--- src/rtl/pipelined_adder_pkg.sv ---
// Shared helpers for the pipelined adder: signed-overflow rule used by the final stage.
package pipelined_adder_pkg;

  function automatic logic signed_overflow(input logic a_msb, input logic b_msb, input logic s_msb);
    return (a_msb == b_msb) && (s_msb != a_msb);
  endfunction

endpackage

--- src/rtl/pipelined_adder_stage.sv ---
// One pipeline slice: adds chunk IDX of x/y with the incoming carry and registers
// the full payload (operands, partial sum, carry, overflow) under valid/advance control.
module pipelined_adder_stage
  import pipelined_adder_pkg::*;
#(
  parameter int WIDTH = 32,
  parameter int CHUNK = 8,
  parameter int IDX   = 0
) (
  input  logic             clk,
  input  logic             reset,
  input  logic             valid_i,
  input  logic             adv_next_i,
  input  logic [WIDTH-1:0] x_i,
  input  logic [WIDTH-1:0] y_i,
  input  logic [WIDTH-1:0] sum_i,
  input  logic             carry_i,
  output logic             valid_o,
  output logic             adv_o,
  output logic [WIDTH-1:0] x_o,
  output logic [WIDTH-1:0] y_o,
  output logic [WIDTH-1:0] sum_o,
  output logic             carry_o,
  output logic             ovf_o
);

  localparam int LSB = IDX * CHUNK;

  logic             valid_q;
  logic [WIDTH-1:0] x_q;
  logic [WIDTH-1:0] y_q;
  logic [WIDTH-1:0] sum_q;
  logic             carry_q;
  logic             ovf_q;

  logic [CHUNK:0]   add_d;
  logic [WIDTH-1:0] sum_d;
  logic             ovf_d;

  // Overflow is only meaningful in the last slice, where sum_d holds the final MSB.
  always_comb begin
    add_d = {1'b0, x_i[LSB +: CHUNK]} + {1'b0, y_i[LSB +: CHUNK]} + {{CHUNK{1'b0}}, carry_i};
    sum_d = sum_i;
    sum_d[LSB +: CHUNK] = add_d[CHUNK-1:0];
    ovf_d = signed_overflow(x_i[WIDTH-1], y_i[WIDTH-1], sum_d[WIDTH-1]);
  end

  assign adv_o = !valid_q || adv_next_i;

  always_ff @(posedge clk) begin
    if (reset) begin
      valid_q <= 1'b0;
      x_q     <= '0;
      y_q     <= '0;
      sum_q   <= '0;
      carry_q <= 1'b0;
      ovf_q   <= 1'b0;
    end else if (adv_o) begin
      valid_q <= valid_i;
      if (valid_i) begin
        x_q     <= x_i;
        y_q     <= y_i;
        sum_q   <= sum_d;
        carry_q <= add_d[CHUNK];
        ovf_q   <= ovf_d;
      end
    end
  end

  assign valid_o = valid_q;
  assign x_o     = x_q;
  assign y_o     = y_q;
  assign sum_o   = sum_q;
  assign carry_o = carry_q;
  assign ovf_o   = ovf_q;

endmodule

--- src/rtl/pipelined_adder.sv ---
// Pipelined WIDTH-bit adder with valid/ready handshake: one CHUNK-bit slice per stage,
// carry rippling stage to stage; only ready is combinational (out_ready -> in_ready).
module pipelined_adder #(
  parameter int WIDTH = 32,
  parameter int CHUNK = 8
) (
  input  logic             clk,
  input  logic             reset,
  input  logic             in_valid,
  output logic             in_ready,
  input  logic [WIDTH-1:0] x,
  input  logic [WIDTH-1:0] y,
  input  logic             carry_in,
  output logic             out_valid,
  input  logic             out_ready,
  output logic [WIDTH-1:0] sum,
  output logic             carry_out,
  output logic             overflow
);

  localparam int STAGES = (CHUNK > 0) ? (WIDTH / CHUNK) : 1;

  if (WIDTH < 1 || CHUNK < 1 || (WIDTH % CHUNK) != 0) begin : g_bad_params
    $error("pipelined_adder: WIDTH must be >= 1 and a multiple of CHUNK");
  end

  // Index k is the input side of stage k; index STAGES is the output of the last stage.
  logic             valid_s [0:STAGES];
  logic             adv_s   [0:STAGES];
  logic [WIDTH-1:0] x_s     [0:STAGES];
  logic [WIDTH-1:0] y_s     [0:STAGES];
  logic [WIDTH-1:0] sum_s   [0:STAGES];
  logic             carry_s [0:STAGES];
  logic             ovf_s   [1:STAGES];

  assign valid_s[0]      = in_valid;
  assign x_s[0]          = x;
  assign y_s[0]          = y;
  assign sum_s[0]        = '0;
  assign carry_s[0]      = carry_in;
  assign adv_s[STAGES]   = out_ready;

  for (genvar k = 0; k < STAGES; k++) begin : g_stage
    pipelined_adder_stage #(
      .WIDTH (WIDTH),
      .CHUNK (CHUNK),
      .IDX   (k)
    ) u_stage (
      .clk        (clk),
      .reset      (reset),
      .valid_i    (valid_s[k]),
      .adv_next_i (adv_s[k+1]),
      .x_i        (x_s[k]),
      .y_i        (y_s[k]),
      .sum_i      (sum_s[k]),
      .carry_i    (carry_s[k]),
      .valid_o    (valid_s[k+1]),
      .adv_o      (adv_s[k]),
      .x_o        (x_s[k+1]),
      .y_o        (y_s[k+1]),
      .sum_o      (sum_s[k+1]),
      .carry_o    (carry_s[k+1]),
      .ovf_o      (ovf_s[k+1])
    );
  end

  assign in_ready  = adv_s[0] && !reset;
  assign out_valid = valid_s[STAGES];
  assign sum       = sum_s[STAGES];
  assign carry_out = carry_s[STAGES];
  assign overflow  = ovf_s[STAGES];

endmodule

--- config.mk ---
export PLATFORM = sky130hd
export DESIGN_NAME = pipelined_adder
export DESIGN_NICKNAME = d
export VERILOG_FILES = /design/src/rtl/pipelined_adder_pkg.sv /design/src/rtl/pipelined_adder_stage.sv /design/src/rtl/pipelined_adder.sv
export SDC_FILE = /design/constraint.sdc
export NUM_CORES = 1
export LEC_CHECK = 0
export ABC_AREA = 1
export CAP_MARGIN = 20
export CELL_PAD_IN_SITES_DETAIL_PLACEMENT = 0
export CELL_PAD_IN_SITES_GLOBAL_PLACEMENT = 1
export CORE_MARGIN = 5
export CORE_UTILIZATION = 35
export CTS_CLUSTER_SIZE = 30
export DETAILED_ROUTE_END_ITERATION = 8
export HOLD_SLACK_MARGIN = 0.02
export PLACE_DENSITY_LB_ADDON = 0.25
export SYNTH_ARGS = -nofsm -noshare
export SYNTH_HDL_FRONTEND = slang
export SYNTH_HIERARCHICAL = 1
export SYNTH_SLANG_ARGS = --single-unit
--- constraint.sdc ---
create_clock -name clk -period 2.6 [get_ports clk]
set_input_delay 0.52 -clock clk [delete_from_list [all_inputs] [get_ports clk]]
set_output_delay 0.52 -clock clk [all_outputs]
set_load 0.02 [all_outputs]
==> results.py, run 1 <==
metrics = {
    "grt": {
        "globalRouteTotalUtil": 0.141,
        "grt_max_degree": 55,
        "antenna_found_initial": 0,
        "grt_pass1_vias": 6121,
        "grt_pass1_wl_um": 30600,
        "grt_overflow": 0,
    },
    "pwr": {
        "finalPower_uw": 6430,
        "vdd_ir_drop_max_v": 0.000418,
        "power_density_mw_per_mm2": 660,
        "power_leakage_uw": 0.00418,
    },
    "final_layout": {
        "n_antenna_cell": 0,
        "nNetsFinal": 1222,
        "layout_common_cells": "328 x nor2_1, 185 x dfxtp_1, 146 x o21ai_0",
        "areaGrowthSynthToFinish_pct": 20.1,
        "utilization": 0.428,
        "drive_above_1_share": 0.0726,
        "final_common_cell": "nor2_1",
    },
    "worst_setup_path": {
        "crit_family": "buffers and inverters",
        "crit_type": "input port to output pin",
        "crit_required_ns": 2.08,
        "cp.arrival_ns": 1.95,
        "path_cells": "clkdlybuf4s50_1, inv_2, nand2_4, inv_2, nand2_4, inv_2, nand2_4, inv_2, nand2_4, inv_1, nor2_2, dlygate4sd2_1",
        "crit_path_start_kind": "input port",
        "crit_buf_inv": 7,
        "path_max_fanout": 3,
        "cp_slowest_cell": "clkdlybuf4s50_1",
        "slowest_delay_ns": 0.47,
        "endpoint_kind": "output pin",
    },
    "clock_network": {
        "clk_pin_slew_worst_paths_ns": 0.06,
        "cts_buffers": 17,
        "htree_num_levels": 4,
        "postCtsSetupBuffers": 0,
        "root_buffer": "clkbuf_16",
        "cts_tree": "done",
        "clk_path_buf_depth": 2,
        "clock_sinks": 185,
        "ctsResizeCount": 1,
        "cts_hold_buf": 0,
        "clock_latency_ns": 0.42,
    },
    "synth": {
        "avgSynthCellArea_um2": 7.61,
        "synth_nets": 1170,
        "yosysWarningCount": 6,
        "synth_cells": 1065,
        "mappedNetlistArea_mm2": 0.00811,
    },
    "sta": {
        "holdWs_ns": 0.443,
        "worst_pin_slew_ns": 0.782,
        "finalSetupViolCount": 0,
        "clock_skew_ns": 0.0104,
        "period_share": 0.949,
        "tns_ns": 0,
        "maxSlewViolCount": 0,
        "slew_headroom": 0.478,
        "period_needed_ns": 2.47,
        "max_freq_ghz": 0.405,
        "hold_viol": 0,
        "grt_setup_unrepaired": "no",
    },
    "route": {
        "via_count": 6398,
        "ant_nets": 0,
        "drt_iter0_markers": 284,
        "finalWirelength_um": 17800,
        "wire_per_inst_um": 12.6,
        "vias_per_cell": 4.52,
        "drc": 0,
        "firstDrtPassIters": 4,
    },
    "floorplanning": {
        "die_h_um": 162,
        "fp-row-count": 55,
        "die_w_um": 162,
        "fp.coreArea_mm2": 0.0227,
        "start_util": 0.357,
        "fp.dieArea_mm2": 0.0263,
        "boundaryPins": 105,
    },
    "run": {
        "max_cap_viol_count": 0,
    },
    "place": {
        "port_buffers": 104,
        "place_congestion": 0.740,
        "dp_hpwl_um": 12900,
    },
    "worst_hold_path": {
        "hold_path_class": "register to register",
    },
    "run_status": {
        "status": "finished, final reports clean",
    },
}
power by group:
part,internal [uW],leakage [uW],switching (uW)
Combinational,359,0.00237,437
Clock,1420,0.000283,1120
Sequential,3000,0.00152,94.5
Total,4780,0.00418,1650
layout make-up:
type	instances	area, um^2
Fill cell	2358	13000
Sequential cell	185	3700
Multi-Input combinational cell	735	3670
Timing Repair Buffer	117	1170
Clock buffer	22	474
Tap cell	285	357
Inverter	61	239
Clock inverter	10	110
sequential cells by signal, indices dropped and copies added, names as in the netlist:
signal,cells
g_stage.u_stage/sum_o,80
g_stage.u_stage/x_o,48
g_stage.u_stage/valid_o,4
g_stage.u_stage/carry_o,4
g_stage.u_stage/y_o,48
g_stage.u_stage/ovf_o,1
through the flow:
| step | worst slack (ns) | std cells | instance area, um^2 |
|---|---|---|---|
| 6_report | 0.134 | 1415 | 9730 |
| 3_5_place_dp | -0.147 | 1383 | 9150 |
| 4_1_cts | 0.111 | 1415 | 9730 |
| 3_3_place_gp | -0.166 | 1383 | 9150 |
| 2_1_floorplan | 0.642 | 1065 | 8110 |
| 5_1_grt | 0.0174 | 1415 | 9730 |
tightest hold or removal path: cells and delay by family, from the launching register on:
family | cells | cell delay (ns)
buffers and inverters | 1 | 0.04
AO/OA/AOI/OAI | 1 | 0.05
flip-flops | 1 | 0.31
worst paths after layout:
path	startpoint	end	slack [ns]	cells after the start
max	out_ready	in_ready	0.13	12
min	g_stage[1].u_stage/x_o[31]	g_stage[2].u_stage/x_o[31]	0.44	2
max reg2reg	g_stage[1].u_stage/x_o[16]	g_stage[2].u_stage/sum_o[22]	0.60	10
min reg2reg	g_stage[1].u_stage/x_o[31]	g_stage[2].u_stage/x_o[31]	0.44	2
metal layers:
metal | global-route usage | share of wire | vias up
met5 | 0 | 0 | -
met4 | 0.0404 | 0.012 | 0
met3 | 0.0277 | 0.033 | 14
met2 | 0.211 | 0.40 | 90
met1 | 0.205 | 0.55 | 2792
li1 | - | - | 3502
No activity file was read; power rests on OpenSTA's default activity.
==> run 2: changes to the inputs <==
CORE_ASPECT_RATIO = 0.5   (was not set)
GPL_TIMING_DRIVEN = 0   (was not set)
==> run 2 against run 1 <==
  * Non-clock buffer count increased by 72
  * Global-route usage rose by 1.8 points
  * Sequential power about the same
  * Count of clock-buffer cells in the layout is 4 lower
  * Register-to-register slack about the same
  * Via count up 5.3%
  * Utilization increased by 1.5 points
  * Sequential share of layout area is 1.4 points lower
  * First-iteration DRC count down 6.0%
  * Sequential cell count unchanged
  * Combinational power up 8.2%
  * Final area grew 3.9%
  * Largest cell class unchanged
  * Largest power group unchanged
==> results.py, run 2 (synthesized netlist as in run 1, its figures left out) <==
metrics = {
    "run_status": {
        "status": "finished, final reports clean",
    },
    "worst_setup_path": {
        "r2r-start": "g_stage[1].u_stage/x_o[16]",
        "crit_family": "buffers and inverters",
        "r2r_end": "g_stage[2].u_stage/sum_o[22]",
        "cp_slowest_cell": "clkdlybuf4s50_1",
        "slowest_delay_ns": 0.47,
        "critPathLaunch": "out_ready",
        "crit_path_start_kind": "input port",
        "reg2reg_slack_ns": 0.61,
        "crit_type": "input port to output pin",
        "reg2reg_depth": 10,
        "path_cells": "clkdlybuf4s50_1, inv_2, nand2_4, inv_2, nand2_4, inv_2, nand2_4, inv_2, nand2_4, inv_1, nor2_2, dlygate4sd2_1",
        "path_depth": 12,
        "crit_end": "in_ready",
        "cp.arrival_ns": 1.99,
        "endpoint_kind": "output pin",
        "path_max_fanout": 3,
        "crit_buf_inv": 7,
        "crit_required_ns": 2.08,
    },
    "route": {
        "finalWirelength_um": 20700,
        "wire_per_inst_um": 13.7,
        "via_count": 6737,
        "firstDrtPassIters": 4,
        "drt_iter0_markers": 267,
        "drc": 0,
        "vias_per_cell": 4.46,
        "ant_nets": 0,
    },
    "grt": {
        "grt_pass1_wl_um": 33500,
        "grt_overflow": 0,
        "globalRouteTotalUtil": 0.159,
        "grt_pass1_vias": 6437,
        "grt_max_degree": 19,
        "antenna_found_initial": 0,
    },
    "final_layout": {
        "layout_common_cells": "328 x nor2_1, 185 x dfxtp_1, 146 x o21ai_0",
        "stdcell_area_mm2": 0.0101,
        "areaGrowthSynthToFinish_pct": 24.8,
        "final_common_cell": "nor2_1",
        "drive_above_1_share": 0.105,
        "largest_reg_flops": 80,
        "nNetsFinal": 1294,
        "n_antenna_cell": 0,
    },
    "floorplanning": {
        "die_w_um": 225,
        "boundaryPins": 105,
        "die_h_um": 118,
        "fp.dieArea_mm2": 0.0265,
        "fp.coreArea_mm2": 0.0228,
        "start_util": 0.356,
        "fp-row-count": 39,
    },
    "clock_network": {
        "clk_pin_slew_worst_paths_ns": 0.07,
        "clock_latency_ns": 0.44,
        "cts_buffers": 17,
        "cts_tree": "done",
        "htree_num_levels": 4,
        "cts_hold_buf": 0,
        "clk_path_buf_depth": 2,
        "clock_sinks": 185,
        "root_buffer": "clkbuf_16",
    },
    "place": {
        "dp_hpwl_um": 16700,
        "place_congestion": 0.785,
        "port_buffers": 104,
        "placedInstanceArea_mm2": 0.00956,
    },
    "sta": {
        "worst_pin_slew_ns": 0.438,
        "hold_viol": 0,
        "period_needed_ns": 2.51,
        "grt_setup_unrepaired": "no",
        "finalSetupViolCount": 0,
        "tns_ns": 0,
        "slew_headroom": 0.707,
        "holdWs_ns": 0.477,
        "maxSlewViolCount": 0,
        "max_freq_ghz": 0.398,
        "period_share": 0.967,
        "clock_skew_ns": 0.00630,
    },
    "worst_hold_path": {
        "hold_path_class": "register to register",
    },
    "pwr": {
        "power_leakage_uw": 0.00439,
        "power_density_mw_per_mm2": 639,
        "vdd_ir_drop_max_v": 0.000408,
        "power_frac_comb": 0.133,
        "p_switching_uw": 1800,
        "switching_share": 0.278,
        "seqPwrFrac": 0.481,
        "p_int_uw": 4660,
        "clockPowerShare": 0.386,
    },
    "run": {
        "max_cap_viol_count": 0,
    },
}
[run 2: cell types whose count changed in the layout (fill, tap and decap cells not counted), sizes merged]
cell      before  now
bufinv         1    0
clkbuf        22   56
inv           64   71
buf           13   47
clkinv         5    1
clkinvlp       1    3
[run 2: layout make-up]
| cell class | instances | area, um^2 |
|---|---|---|
| Fill cell | 2329 | 12700 |
| Multi-Input combinational cell | 735 | 3670 |
| Tap cell | 307 | 384 |
| Inverter | 61 | 239 |
| Clock inverter | 14 | 128 |
| Clock buffer | 18 | 429 |
| Timing Repair Buffer | 105 | 1070 |
| Buffer | 84 | 490 |
| Sequential cell | 185 | 3700 |
[run 2: power by group through the flow]
stage	sequential, uW	clock, uW	combinational [uW]
after floorplan	3150	0	536
after global placement	3170	0	851
after detailed placement	3180	0	867
after CTS	3110	2560	870
after global routing	3130	2680	978
final	3110	2490	862
[run 2: what timing repair did]
item | 4_1_cts | 5_1_grt
gates resized for setup | 1 | 0
endpoints found under the setup margin | 1 | 0
buffers inserted | 0 | 0
[run 2: per-layer routing]
layer  vias to the layer above  track usage  routed length (um)
met2                        71        0.234                8580
met3                        13       0.0349                 806
met5                         -            0                   0
met1                      2992        0.234               11100
met4                         0       0.0431                 202
li1                       3661            -                   -
[run 2: worst min-delay path, cell delays in order, from the launching register on]
cell     delay, ns
dfxtp_1       0.32
nand2_1       0.06
a21oi_1       0.06
[run 2: worst min-delay path by stage]
stage | start | to | slack (ns) | depth (start not counted)
finish | g_stage[3].u_stage/ovf_o | g_stage[3].u_stage/ovf_o | 0.48 | 2
global route | g_stage[3].u_stage/sum_o[20] | g_stage[3].u_stage/sum_o[20] | 0.50 | 2
CTS | g_stage[3].u_stage/ovf_o | g_stage[3].u_stage/ovf_o | 0.48 | 2
detailed placement | g_stage[3].u_stage/ovf_o | g_stage[3].u_stage/ovf_o | 0.46 | 2
global placement | g_stage[0].u_stage/x_o[23] | g_stage[0].u_stage/x_o[23] | 0.46 | 2
floorplan | g_stage[0].u_stage/x_o[31] | g_stage[1].u_stage/x_o[31] | 0.42 | 2
[run 2: through the flow]
step | power [uW] | std cells | util | worst slack [ns]
after detailed placement | 4040 | 1477 | 0.419 | -0.216
after global routing | 6790 | 1509 | 0.444 | 0.0108
final | 6460 | 1509 | 0.444 | 0.0857
after floorplan | 3690 | 1065 | - | 0.642
after CTS | 6540 | 1509 | 0.444 | 0.0511
after global placement | 4020 | 1476 | 0.418 | -0.485
